File: src/rtl/nios2_oci_dct_monitor.sv
// Data-capture trace monitor: captures {dct_count, dct_buffer} strobes into a
// FIFO while a test session runs, then drains it until the test has ended.
module nios2_oci_dct_monitor #(
  parameter int DCT_W = 30,
  parameter int CNT_W = 4,
  parameter int DEPTH = 16,
  parameter int WRAP  = 0
) (
  input  logic                       clk,
  input  logic                       reset_n,
  input  logic                       enable,
  input  logic                       dct_valid,
  input  logic [DCT_W-1:0]           dct_buffer,
  input  logic [CNT_W-1:0]           dct_count,
  input  logic                       test_ending,
  input  logic                       test_has_ended,
  input  logic                       rd_en,
  output logic [CNT_W+DCT_W-1:0]     rd_data,
  output logic                       rd_valid,
  output logic [$clog2(DEPTH):0]     level,
  output logic                       full,
  output logic                       empty,
  output logic [7:0]                 overflow_cnt,
  output logic [1:0]                 state,
  output logic                       done
);

  localparam int AW = $clog2(DEPTH);
  localparam int DW = CNT_W + DCT_W;
  localparam logic WRAP_EN = (WRAP != 0);

  typedef enum logic [1:0] {
    ST_IDLE  = 2'd0,
    ST_RUN   = 2'd1,
    ST_DRAIN = 2'd2,
    ST_DONE  = 2'd3
  } state_t;

  state_t          state_r, next_state_s;
  logic [DW-1:0]   mem_r [DEPTH];
  logic [AW-1:0]   wr_ptr_r, rd_ptr_r;
  logic [AW:0]     level_r, level_nxt_s;
  logic            full_r, empty_r;
  logic [7:0]      overflow_cnt_r;
  logic [DW-1:0]   rd_data_r;
  logic            rd_valid_r;
  logic            done_r;
  logic            ended_r;
  logic            flush_s, wr_req_s, pop_s, push_s, adv_rd_s, lost_s;

  // Next-state selection; enable=0 overrides every other transition.
  always_comb begin
    next_state_s = state_r;
    if (!enable) begin
      next_state_s = ST_IDLE;
    end else begin
      case (state_r)
        ST_IDLE:  next_state_s = ST_RUN;
        ST_RUN: begin
          if (test_ending || test_has_ended) next_state_s = ST_DRAIN;
          else                               next_state_s = ST_RUN;
        end
        ST_DRAIN: begin
          if ((test_has_ended || ended_r) && empty_r) next_state_s = ST_DONE;
          else                                        next_state_s = ST_DRAIN;
        end
        ST_DONE:  next_state_s = ST_DONE;
        default:  next_state_s = ST_IDLE;
      endcase
    end
  end

  // FIFO control: decide push/pop/discard and the resulting occupancy.
  always_comb begin
    flush_s     = (next_state_s == ST_IDLE);
    wr_req_s    = (state_r == ST_RUN) && dct_valid && !flush_s;
    pop_s       = rd_en && !empty_r && (state_r != ST_IDLE) && !flush_s;
    push_s      = 1'b0;
    adv_rd_s    = pop_s;
    lost_s      = 1'b0;
    level_nxt_s = level_r;
    if (full_r && wr_req_s && !pop_s) begin
      // Full with no pop to make room: either drop the new word or evict the oldest.
      lost_s = 1'b1;
      if (WRAP_EN) begin
        push_s   = 1'b1;
        adv_rd_s = 1'b1;
      end else begin
        push_s   = 1'b0;
        adv_rd_s = 1'b0;
      end
    end else begin
      push_s = wr_req_s;
    end
    if (flush_s) begin
      level_nxt_s = '0;
    end else if (push_s && !adv_rd_s) begin
      level_nxt_s = level_r + (AW+1)'(1);
    end else if (!push_s && adv_rd_s) begin
      level_nxt_s = level_r - (AW+1)'(1);
    end else begin
      level_nxt_s = level_r;
    end
  end

  // State, pointers, occupancy flags, loss counter and read port registers.
  always_ff @(posedge clk or negedge reset_n) begin
    if (!reset_n) begin
      state_r        <= ST_IDLE;
      done_r         <= 1'b0;
      wr_ptr_r       <= '0;
      rd_ptr_r       <= '0;
      level_r        <= '0;
      full_r         <= 1'b0;
      empty_r        <= 1'b1;
      overflow_cnt_r <= 8'd0;
      rd_data_r      <= '0;
      rd_valid_r     <= 1'b0;
    end else begin
      state_r <= next_state_s;
      done_r  <= (next_state_s == ST_DONE);
      level_r <= level_nxt_s;
      full_r  <= (level_nxt_s == (AW+1)'(DEPTH));
      empty_r <= (level_nxt_s == (AW+1)'(0));
      if (flush_s) begin
        wr_ptr_r       <= '0;
        rd_ptr_r       <= '0;
        overflow_cnt_r <= 8'd0;
        rd_valid_r     <= 1'b0;
      end else begin
        if (push_s)   wr_ptr_r <= wr_ptr_r + AW'(1);
        if (adv_rd_s) rd_ptr_r <= rd_ptr_r + AW'(1);
        if (lost_s && (overflow_cnt_r != 8'hFF)) overflow_cnt_r <= overflow_cnt_r + 8'd1;
        rd_valid_r <= pop_s;
        // Read happens before the same-edge write, so a pop at full returns the oldest word.
        if (pop_s) rd_data_r <= mem_r[rd_ptr_r];
      end
    end
  end

  // Storage array; contents need no reset because the pointers define validity.
  always_ff @(posedge clk) begin
    if (push_s) mem_r[wr_ptr_r] <= {dct_count, dct_buffer};
  end

  // Remember a test_has_ended pulse seen before the FIFO finished draining.
  always_ff @(posedge clk or negedge reset_n) begin
    if (!reset_n)            ended_r <= 1'b0;
    else if (flush_s)        ended_r <= 1'b0;
    else if (test_has_ended) ended_r <= 1'b1;
    else                     ended_r <= ended_r;
  end

  assign state        = state_r;
  assign done         = done_r;
  assign level        = level_r;
  assign full         = full_r;
  assign empty        = empty_r;
  assign overflow_cnt = overflow_cnt_r;
  assign rd_data      = rd_data_r;
  assign rd_valid     = rd_valid_r;

endmodule

File: config.mk
export PLATFORM = sky130hd
export DESIGN_NAME = nios2_oci_dct_monitor
export DESIGN_NICKNAME = d
export VERILOG_FILES = /design/src/rtl/nios2_oci_dct_monitor.sv
export SDC_FILE = /design/constraint.sdc
export NUM_CORES = 1
export LEC_CHECK = 0
export CORE_MARGIN = 3
export CORE_UTILIZATION = 30
export DETAILED_ROUTE_END_ITERATION = 7
export SYNTH_ARGS = -nofsm -noshare
export SYNTH_HDL_FRONTEND = slang
export SYNTH_SLANG_ARGS = --single-unit
export TNS_END_PERCENT = 10
File: constraint.sdc
create_clock -name clk -period 4.15 [get_ports clk]
set_input_delay 0.83 -clock clk [delete_from_list [all_inputs] [get_ports clk]]
set_output_delay 0.83 -clock clk [all_outputs]
set_load 0.03 [all_outputs]
==> summary.md <==
| Metric | Value |
|---|---|
| Outcome | complete, no violations |
| Htree depth | 3 |
| Worst-Margin Slew | 0.9934 ns |
| PwrDens | 504.2 nW/um^2 |
| CTS Buf Count | 66 |
| # Max-Cap Violations | 0 |
| Initial antenna violation count | 1 |
| Final setup viols | 0 |
| Crit-path cells | clkdlybuf4s50_1 > buf_4 > nand2_1 > a2111oi_4 > nor3b_2 > and2_2 > buf_12 |
| Post-synth EDFFs | roughly 540 |
| Synth unique cells | between 50 and 60 |
| Post-Route WL | a little over 50000 um |
| Leak pwr | 8.751 nW |
| Routed len/inst | 20.76 um |
| Final Net Count | 1410 |
| Number of global-route vias before repair | 12270 |
| ANT nets after route | 0 |
| Final hold violations | 0 |
| Final worst slack | 0.9627 ns |
| Crit share post-route | between 70% and 80% |
| Mapped Avg Cell Area | 19.23 sq um |
| Root buf cell | clkbuf_16 |
| RSZ-0062 raised after global routing | false |
| Worst Clk Skew | 0.01614 ns |
| Non-Filler Instances | 2455 |
| Area contributors post-synth | edfxtp_1 69%, mux4_2 9.7%, dfrtp_1 6.5% |
| Largest net degree at the start of global routing | 63 |
| Yosys warnings | 0 |
| Synthesized Nets | 1275 |
| Via count | approximately 12000 |
| Synthesized instance count | 1226 |
| First-pass GRT wire length | 78210 um |
| Async set or reset register ratio after synthesis | 10.23% |
| Worst Hold Class | in2async |
| Num rows | 102 |
| Fillers | 7219 |
| Clk sinks | 606 |
| DR pass1 iterations | 4 |
| Startpoint type of the worst setup path | input port |
| Initial DRC Count | 734 |
| Fmax | 0.3137 GHz |
| Grt ovf | 0 |
| Crit-path max cell delay | 0.68 ns |
| Pwr Total | ~0.014 W |
| Final Core Density | 36.32% |
| Insertion delay of the later-clocked pin in the worst-skew pair | 0.60 ns |
| Main synth FF type | edfxtp_1 |
| Die Area | just over 80000 sq um |
| Crit. End Element | flop |
| Layout area overhead | 19.51% |
| Dominant cell type by area after synthesis | edfxtp_1 |
| Total GRT Usage | between 10% and 20% |
| CTS Hold Buffers Added | 0 |
| Share of cells above drive strength 1 | a little under 20% |
| Post-detail-place hpwl | 30500 um |
| Post-CTS setup buffers | 0 |
| Post-synth top area share | 69.28% |
| Relative slew slack | 33.77% |
| Post-layout min period | between 3 and 4 ns |
| CTS max path bufs | 3 |
| # DRC | 0 |
| Post-Place Worst Slack | 0.3582 ns |
| Synth Register Bits | 606 |
| Die span in y | roughly 290 um |
| Worst EP required | 4.44 ns |
| VDD IR max | 0.3137 mV |
| Via density per instance | 4.704 |
| Inst Count DP | 2333 |
| I/O pin cnt | 94 |
| Worst-path clk slew | around 0.06 ns |
| Antenna diodes | 0 |
| CP max stage cell | a2111oi_4 |
| Crit path max fanout | 21 |
| Crit path arrival time | 3.47 ns |
| Post-Syn Area | between 20000 and 25000 sq um |
| Crit path kind | in2reg |
| Starting Density | between 30% and 40% |
| Gp weighted congestion | roughly 0.73 |
| Die Width | about 290 um |
| Sequential area share after synthesis | between 70 and 80% |
| PortBufs | 93 |
| Core area | 77590 sq um |
| TNS Setup | 0 ns |
| CTS resizes | 0 |
| CTS tree | yes |
| Final Max Tran Viols | 0 |
-- routing by layer --
metal | track usage, % | part of all wire, %
met1 | 16.80 | 44
met2 | 20.68 | 49
met3 | 2.716 | 5.0
met4 | 3.646 | 1.7
met5 | 0 | 0
-- final timing paths --
kind,from,end,slack (ns),cells past startpoint
worst max-delay path,enable,mem_r[0][3]$_DFFE_PP_,0.96,7
min in group clk,rd_data[1]$_DFFE_PN0P_,rd_data[1]$_DFFE_PN0P_,0.48,2
worst min-delay path,reset_n,rd_data[29]$_DFFE_PN0P_,0.40,1
worst min register to register,rd_data[1]$_DFFE_PN0P_,rd_data[1]$_DFFE_PN0P_,0.48,2
worst max register to register,rd_ptr_r[1]$_DFFE_PN0P_,rd_data[22]$_DFFE_PN0P_,1.39,5
max in group asynchronous,reset_n,rd_ptr_r[2]$_DFFE_PN0P_,3.00,1
-- stage by stage --
step           hold WS (ns)  cell area, sq um
2_1_floorplan        0.4547             23580
5_1_grt              0.4751             28180
6_report             0.3967             28180
3_5_place_dp         0.4785             26020
4_1_cts              0.4224             28180
3_3_place_gp         0.4710             26020
-- power breakdown --
group	total (W)	internal [W]	leakage (nW)	switching, W
Combinational	0.00143	0.000607	2.00	0.000824
Sequential	0.00698	0.00685	5.70	0.000133
Clock	0.00580	0.00343	1.06	0.00237
Total	0.0142	0.0109	8.75	0.00332
-- placed cells by master (no fill, tap or decap), types with 19 or more instances in the layout --
cell	n
edfxtp_1	544
mux2i_1	109
mux4_2	102
clkdlybuf4s50_1	92
nand2_1	80
clkbuf_16	67
dfrtp_1	57
nor2b_1	35
o21ai_1	35
o22ai_1	34
o31ai_1	34
buf_4	31
nor2_1	19
-- worst max-delay path, delay by kind of cell --
family	cells	cell delay, ns
buffers and inverters	3	1.02
and+or+nand+nor	3	0.93
AOI/OAI and AO/OA	1	0.68
-- final cells by class --
cell class	count	area (sq um)	area share, %
Sequential cell	606	17900	63.52
Multi-Input combinational cell	540	5410	19.20
Clock buffer	84	1770	6.283
Timing Repair Buffer	133	1354	4.804
Tap cell	1040	1301	4.618
Clock inverter	38	390.4	1.385
Inverter	14	52.55	0.1865
-- cell usage after synthesis (all sizes together), types with 3 or more instances --
cell type  instances
clkbuf            35
mux2i            109
nor3              10
nand2             80
xnor2              8
buf               31
nand4              3
xor2               4
o22ai             34
edfxtp           544
o21ai             41
and2               9
nand3              7
o31ai             34
mux4             102
inv               14
dfrtp             61
nor2b             35
nand2b             4
nor2              23
a21oi              3
ha                 8
or3                4
-- registers in the layout, indices dropped and copies added (netlist names) --
| name | flops |
|---|---|
| mem_r | 544 |
| rd_data | 34 |
| overflow_cnt | 8 |
| level | 5 |
| rd_ptr_r | 4 |
| wr_ptr_r | 4 |
| state | 2 |
| done | 1 |
| empty | 1 |
| ended_r | 1 |
| full | 1 |
| rd_valid | 1 |
-- kinds of logic (layout without fill, tap and decap cells) --
kind of cell               Yosys count  after routing  share of synthesized area, %
DFF                                606            606                         75.87
and+or+nand+nor                    187            187                         3.969
xor gates and xnor gates            12             12                        0.4457
adders and majority gates            8              8                        0.4245
AOI/OAI and AO/OA                  122            122                         3.423
muxes                              211            211                         14.37
buffers and inverters               80            269                         1.502
No activity file was read; power rests on OpenSTA's default activity.
